File: config.mk
export PLATFORM = sky130hd
export DESIGN_NAME = color_target_calibrator
export DESIGN_NICKNAME = d
export VERILOG_FILES = /design/src/rtl/color_target_calibrator.sv
export SDC_FILE = /design/constraint.sdc
export NUM_CORES = 1
export LEC_CHECK = 0
export CAP_MARGIN = 20
export CORE_MARGIN = 1.5
export CORE_UTILIZATION = 50
export CTS_CLUSTER_DIAMETER = 200
export DETAILED_ROUTE_END_ITERATION = 12
export PLACE_DENSITY = 0.87
export SYNTH_ARGS = -nofsm -noshare
export SYNTH_HDL_FRONTEND = slang
export SYNTH_SLANG_ARGS = --single-unit
File: constraint.sdc
create_clock -name clk -period 7.05 [get_ports clk]
set_input_delay 1.41 -clock clk [delete_from_list [all_inputs] [get_ports clk]]
set_output_delay 1.41 -clock clk [all_outputs]
set_load 0.03 [all_outputs]
File: src/rtl/color_target_calibrator.sv
// Calibration controller for the two-color U/V mask: averages chroma over a centred window
// and commits targets and shadowed thresholds only on frame boundaries.
module color_target_calibrator #(
  parameter int unsigned YUV_WIDTH    = 8,
  parameter int unsigned THRESH_WIDTH = 8,
  parameter int unsigned X_WIDTH      = 10,
  parameter int unsigned Y_WIDTH      = 10,
  parameter int unsigned WIN_X0       = 312,
  parameter int unsigned WIN_Y0       = 232,
  parameter int unsigned WIN_LOG2     = 4,
  parameter int          U1_DEF       = 0,
  parameter int          V1_DEF       = 0,
  parameter int          U2_DEF       = 0,
  parameter int          V2_DEF       = 0,
  parameter int          THRESH_DEF   = 8
) (
  input  logic                           clk,
  input  logic                           reset_n,
  input  logic                           frame_start,
  input  logic                           pix_valid,
  input  logic        [X_WIDTH-1:0]      pix_x,
  input  logic        [Y_WIDTH-1:0]      pix_y,
  input  logic signed [YUV_WIDTH-1:0]    U,
  input  logic signed [YUV_WIDTH-1:0]    V,
  input  logic                           cal_req,
  input  logic                           cal_sel,
  input  logic signed [THRESH_WIDTH-1:0] uThresh_in1,
  input  logic signed [THRESH_WIDTH-1:0] vThresh_in1,
  input  logic signed [THRESH_WIDTH-1:0] uThresh_in2,
  input  logic signed [THRESH_WIDTH-1:0] vThresh_in2,
  output logic signed [YUV_WIDTH-1:0]    uTarget1,
  output logic signed [YUV_WIDTH-1:0]    vTarget1,
  output logic signed [YUV_WIDTH-1:0]    uTarget2,
  output logic signed [YUV_WIDTH-1:0]    vTarget2,
  output logic signed [THRESH_WIDTH-1:0] uThresh1,
  output logic signed [THRESH_WIDTH-1:0] vThresh1,
  output logic signed [THRESH_WIDTH-1:0] uThresh2,
  output logic signed [THRESH_WIDTH-1:0] vThresh2,
  output logic                           busy,
  output logic                           cal_done,
  output logic                           cal_err
);

  localparam int unsigned ExtW = 2 * WIN_LOG2;
  localparam int unsigned SumW = YUV_WIDTH + ExtW;
  localparam int unsigned CntW = ExtW + 1;
  localparam logic [CntW-1:0]  Npix  = {1'b1, {ExtW{1'b0}}};
  localparam logic [X_WIDTH:0] WinX0 = (X_WIDTH+1)'(WIN_X0);
  localparam logic [X_WIDTH:0] WinX1 = (X_WIDTH+1)'(WIN_X0 + (1 << WIN_LOG2));
  localparam logic [Y_WIDTH:0] WinY0 = (Y_WIDTH+1)'(WIN_Y0);
  localparam logic [Y_WIDTH:0] WinY1 = (Y_WIDTH+1)'(WIN_Y0 + (1 << WIN_LOG2));

  typedef enum logic [2:0] {StIdle, StArm, StAccum, StCompute, StCommit} state_e;

  state_e                         state_q, state_d;
  logic                           sel_q, sel_d;
  logic signed [SumW-1:0]         u_sum_q, u_sum_d, v_sum_q, v_sum_d;
  logic        [CntW-1:0]         cnt_q, cnt_d;
  logic signed [YUV_WIDTH-1:0]    u_avg_q, u_avg_d, v_avg_q, v_avg_d;
  logic signed [YUV_WIDTH-1:0]    ut1_q, ut1_d, vt1_q, vt1_d, ut2_q, ut2_d, vt2_q, vt2_d;
  logic signed [THRESH_WIDTH-1:0] uth1_q, uth1_d, vth1_q, vth1_d, uth2_q, uth2_d, vth2_q, vth2_d;
  logic                           busy_q, busy_d, done_q, done_d, err_q, err_d;

  logic                           in_win;
  logic signed [SumW-1:0]         u_ext, v_ext;
  logic        [CntW-1:0]         cnt_inc;

  assign in_win = pix_valid &&
                  ({1'b0, pix_x} >= WinX0) && ({1'b0, pix_x} < WinX1) &&
                  ({1'b0, pix_y} >= WinY0) && ({1'b0, pix_y} < WinY1);
  assign u_ext   = {{ExtW{U[YUV_WIDTH-1]}}, U};
  assign v_ext   = {{ExtW{V[YUV_WIDTH-1]}}, V};
  assign cnt_inc = cnt_q + 1'b1;

  always_comb begin
    state_d = state_q;
    sel_d   = sel_q;
    u_sum_d = u_sum_q;
    v_sum_d = v_sum_q;
    cnt_d   = cnt_q;
    u_avg_d = u_avg_q;
    v_avg_d = v_avg_q;
    ut1_d   = ut1_q;
    vt1_d   = vt1_q;
    ut2_d   = ut2_q;
    vt2_d   = vt2_q;
    uth1_d  = uth1_q;
    vth1_d  = vth1_q;
    uth2_d  = uth2_q;
    vth2_d  = vth2_q;
    done_d  = 1'b0;
    err_d   = 1'b0;

    // Thresholds follow their inputs only at frame boundaries, whatever the FSM is doing.
    if (frame_start) begin
      uth1_d = uThresh_in1;
      vth1_d = vThresh_in1;
      uth2_d = uThresh_in2;
      vth2_d = vThresh_in2;
    end

    unique case (state_q)
      StIdle: begin
        if (cal_req) begin
          state_d = StArm;
          sel_d   = cal_sel;
          u_sum_d = '0;
          v_sum_d = '0;
          cnt_d   = '0;
        end
      end
      StArm: begin
        if (frame_start) state_d = StAccum;
      end
      StAccum: begin
        if (frame_start) begin
          state_d = StIdle;
          err_d   = 1'b1;
        end else if (in_win) begin
          u_sum_d = u_sum_q + u_ext;
          v_sum_d = v_sum_q + v_ext;
          cnt_d   = cnt_inc;
          if (cnt_inc == Npix) state_d = StCompute;
        end
      end
      StCompute: begin
        // Arithmetic shift floors toward minus infinity.
        u_avg_d = YUV_WIDTH'(u_sum_q >>> ExtW);
        v_avg_d = YUV_WIDTH'(v_sum_q >>> ExtW);
        state_d = StCommit;
      end
      StCommit: begin
        if (frame_start) begin
          if (sel_q) begin
            ut2_d = u_avg_q;
            vt2_d = v_avg_q;
          end else begin
            ut1_d = u_avg_q;
            vt1_d = v_avg_q;
          end
          done_d  = 1'b1;
          state_d = StIdle;
        end
      end
      default: state_d = StIdle;
    endcase

    busy_d = (state_d != StIdle);
  end

  always_ff @(posedge clk) begin
    if (!reset_n) begin
      state_q <= StIdle;
      sel_q   <= 1'b0;
      u_sum_q <= '0;
      v_sum_q <= '0;
      cnt_q   <= '0;
      u_avg_q <= '0;
      v_avg_q <= '0;
      ut1_q   <= YUV_WIDTH'(U1_DEF);
      vt1_q   <= YUV_WIDTH'(V1_DEF);
      ut2_q   <= YUV_WIDTH'(U2_DEF);
      vt2_q   <= YUV_WIDTH'(V2_DEF);
      uth1_q  <= THRESH_WIDTH'(THRESH_DEF);
      vth1_q  <= THRESH_WIDTH'(THRESH_DEF);
      uth2_q  <= THRESH_WIDTH'(THRESH_DEF);
      vth2_q  <= THRESH_WIDTH'(THRESH_DEF);
      busy_q  <= 1'b0;
      done_q  <= 1'b0;
      err_q   <= 1'b0;
    end else begin
      state_q <= state_d;
      sel_q   <= sel_d;
      u_sum_q <= u_sum_d;
      v_sum_q <= v_sum_d;
      cnt_q   <= cnt_d;
      u_avg_q <= u_avg_d;
      v_avg_q <= v_avg_d;
      ut1_q   <= ut1_d;
      vt1_q   <= vt1_d;
      ut2_q   <= ut2_d;
      vt2_q   <= vt2_d;
      uth1_q  <= uth1_d;
      vth1_q  <= vth1_d;
      uth2_q  <= uth2_d;
      vth2_q  <= vth2_d;
      busy_q  <= busy_d;
      done_q  <= done_d;
      err_q   <= err_d;
    end
  end

  assign uTarget1 = ut1_q;
  assign vTarget1 = vt1_q;
  assign uTarget2 = ut2_q;
  assign vTarget2 = vt2_q;
  assign uThresh1 = uth1_q;
  assign vThresh1 = vth1_q;
  assign uThresh2 = uth2_q;
  assign vThresh2 = vth2_q;
  assign busy     = busy_q;
  assign cal_done = done_q;
  assign cal_err  = err_q;

endmodule

==> results.md <==
- Setup repair after global routing left no endpoint under its margin.
- In this run the tightest slew margin relative to its limit is 33.3%.
- In the synthesized netlist the async set-or-reset flop fraction comes to 0%.
- The total I/O pin count is 141.
- The count of vias placed by the detailed router is around 5500.
- The top cell types in the final layout, fill and taps aside, are sky130_fd_sc_hd__nand2_1, sky130_fd_sc_hd__clkdlybuf4s50_1, sky130_fd_sc_hd__dfxtp_1, sky130_fd_sc_hd__nor2b_1, sky130_fd_sc_hd__a21boi_0.
- The share of the synthesized area in the top cell type is 40.4%.
- The placed cell count is just under 1000.
- The deepest level of the CTS H-tree is 4.
- At the pin with the least slew margin, the transition time is 0.997 ns.
- The min-delay analysis places its worst path in the category register to register.
- The timing-limited maximum frequency is between 200 and 250 MHz.
- The data arrival time at the worst-slack endpoint is 4.38 ns.
- The maximum cell stage delay along the critical path is ~0.67 ns.
- Summing the sequential cell areas from Yosys gives 40.4% of the chip area.
- The number of buffers added on ports is ~130.
- Walking the worst path, the cells encountered are clkdlybuf4s50_1, or4b_4, a2111oi_4, and2_1, nor2_4, and2_4, a22o_1.
- The max-capacitance violation count is 0.
- Once the floorplan was initialized, standard cells occupied roughly half of the core.
- Timing analysis after detailed placement gives a worst setup slack of roughly 2.6 ns.
- The violation count after the first detailed-route iteration is around 410.
- The worst-case vdd ir drop is approximately 0.18 mV.
- In the post-route analysis, the smallest setup slack over all paths is just under 3 ns.
- Post-CTS repair changed the size of 0 cells.
- The final hold violation count was 0.
- The clock net sink count is 128.
- The clock latency reported for the late side of the worst-skew pair is about 0.42 ns.
- The number of flip-flops and latches in the synthesized netlist is roughly 130.
- The total DRC errors in the routed layout is 0.
- The CTS tree is done.
- Sorting the synthesized cells by area gives the leading types as sky130_fd_sc_hd__dfxtp_1, sky130_fd_sc_hd__nand2_1, sky130_fd_sc_hd__ha_1, sky130_fd_sc_hd__mux2i_1, sky130_fd_sc_hd__a21boi_0.
- On the critical path, the stage with the largest delay is an instance of sky130_fd_sc_hd__and2_1.
- In this run the horizontal extent of the chip is 116 um.
- In this run the cell area of the synthesized design comes to between 6000 and 7000 sq um.
- The average instance in the mapped netlist occupies between 8 and 9 sq um.
- The required time at the endpoint of the critical path is about 7.4 ns.
- The via count of the first global-routing pass is about 5000.
- After detailed routing, the average wire length per cell comes to 14.6 um.
- The growth of design area from synthesis to finish is 30.9%.
- Global routing finished with a remaining overflow of 0.
- The die span in y is 116 um.
- After clock tree synthesis, the flow added hold-fix buffers numbering 0.
- For the finished layout, the period the worst path requires is between 4 and 5 ns.
- Along the worst path, the maximum fanout reaches 34.
- STA classifies the critical path endpoint as a register.
- No sink is reached through more buffers than the 2 on the longest clock path.
- The congestion estimate from routability-driven global placement came to 0.879.
- The post-layout net count is 944.
- The number of detailed-route iterations in the first pass is 5.
- The finished layout holds approximately 1000 standard cells, fillers aside.
- The number of distinct library cell variants in the gate-level netlist after synthesis is 56.
- The warning count from the yosys run is 0.
- After filler insertion, the fill cell instance count of the layout stands at about 960.
- The leading area contributor after synthesis is sky130_fd_sc_hd__dfxtp_1.
- The flow ran to the end, and the final reports show no timing, DRC or antenna violations.
- Cells with a size suffix above 1 make up 5.65% of the layout.
- The summed negative setup slack over all endpoints is 0 ns.
- Clock skew on the completed layout was measured at between 0.005 and 0.006 ns.
- The total count of max-transition violations in the final report is 0.
- The cell count after synthesis came out at between 700 and 800.
- The post-detailed-placement half-perimeter wirelength is 9880 um.
- The first global-routing pass estimated 23900 um of wire.
- The sort of element at the start of the critical path is a primary input.
- The remaining antenna violation count after routing is 0.
- The root buffer selected by CTS is sky130_fd_sc_hd__clkbuf_16.
- The combined global-route utilization of all metal layers is 22.8%.
- In this run, synthesis inferred 0 flip-flops with an integrated enable.
- The leakage component of the power is 3.23 nW.
- Cells fill between 60% and 70% of the core in the end.
- The mean number of vias per cell is approximately 5.4.
- Wires add up to roughly 15000 um.
- The critical path in this run is classified as primary input to register.
- After clock tree synthesis, the clock-pin slew on the worst setup and hold paths is 0.06 ns.
- The floorplan step defined a core boundary enclosing around 12000 sq um.
- In the finished design, the share of the clock period the worst path needs comes to approximately 58%.
- The most common library cell in the layout ignoring fill and taps is sky130_fd_sc_hd__nand2_1.
- The antenna cell count is 0.
- Synthesis produced a netlist with a net count of approximately 830.
- The number of post-CTS setup repair buffers is 0.
- The number of antenna violations at the first check in global routing is 0.
- The total setup violations reported at the end of the flow is 0.
- The die covers 13400 sq um.
- Clock tree synthesis inserted a total of 17 buffers.
- Entering global routing, the biggest net connects 120 pins.
- The most used flip-flop cell after synthesis is sky130_fd_sc_hd__dfxtp_1.
- The row count is 40.
- In this run the power density over the cells is around 210 nW/um^2.
## critical path: cells and delay by family
kind,cells,cell delay [ns]
compound gates,2,0.67
simple gates,4,1.85
buf+inv,1,0.43
## synth_stat cells, drive strengths merged (5+ instances only)
master / number
nand4: 6
ha: 31
a21oi: 28
nand2b: 5
xor2: 9
nor3: 14
clkbuf: 30
nor3b: 5
and2: 8
nor2: 19
xnor2: 18
nor2b: 50
o21ai: 32
nand3: 12
buf: 8
mux2i: 35
dfxtp: 128
a22oi: 8
a21o: 17
and3: 11
inv: 5
a21boi: 60
nand2: 138
## stage by stage
stage	hold slack, ns	power (W)	area [sq um]
finish	0.456	0.00178	8300
floorplan	0.434	0.000868	6340
detailed placement	0.453	0.000945	7720
global placement	0.442	0.000942	7720
CTS	0.461	0.00179	8300
global route	0.472	0.00184	8300
## state kept, by name, indices dropped and copies added (netlist names)
signal	count
vTarget2	8
uThresh2	8
uTarget1	8
uThresh1	8
vTarget1	8
cal_done	1
state_q	3
v_avg_q	8
cal_err	1
u_avg_q	8
vThresh2	8
uTarget2	8
busy	1
vThresh1	8
cnt_q	9
sel_q	1
u_sum_q	16
v_sum_q	16
## report_power, final
group          switching, W  internal (W)  total (W)  leakage [nW]
clock              0.000349      0.000501   0.000850         0.261
sequential       0.00000800      0.000737   0.000745          1.04
combinational     0.0000936     0.0000916   0.000185          1.94
total              0.000451       0.00133    0.00178          3.23
## layout make-up
class | instances | area [sq um] | area share [%]
inverters | 5 | 18.8 | 0.226
clock buffers | 19 | 443 | 5.34
well taps | 168 | 210 | 2.53
repair buffers | 136 | 1350 | 16.2
clock inverters | 13 | 130 | 1.57
multi-input cells | 549 | 3590 | 43.2
flip-flops and latches | 128 | 2560 | 30.9
## final timing paths
kind | start | end | slack (ns) | cells after the start
setup / recovery | pix_x[3] | v_sum_q[9] | 2.98 | 7
setup reg to reg | state_q[1] | v_sum_q[9] | 3.98 | 6
hold reg to reg | v_sum_q[0] | v_sum_q[0] | 0.46 | 2
hold / removal | v_sum_q[0] | v_sum_q[0] | 0.46 | 2
## kinds of logic (layout without fill, tap and decap cells)
| kind of cell | after synthesis | count (layout) | synth area share [%] |
|---|---|---|---|
| DFF | 128 | 128 | 40.4 |
| xor gates and xnor gates | 27 | 27 | 3.73 |
| buffers and inverters | 43 | 173 | 3.00 |
| adders and majority gates | 33 | 33 | 6.75 |
| and+or+nand+nor | 281 | 281 | 21.7 |
| muxes | 35 | 35 | 5.53 |
| AOI/OAI and AO/OA | 173 | 173 | 18.9 |
## layer usage
layer | routed length (um) | global-route usage (%)
met2 | 7280 | 37.4
met5 | 0 | 0
met3 | 678 | 6.12
met1 | 6490 | 28.6
met4 | 369 | 8.97
(Power assumes the default switching activity.)
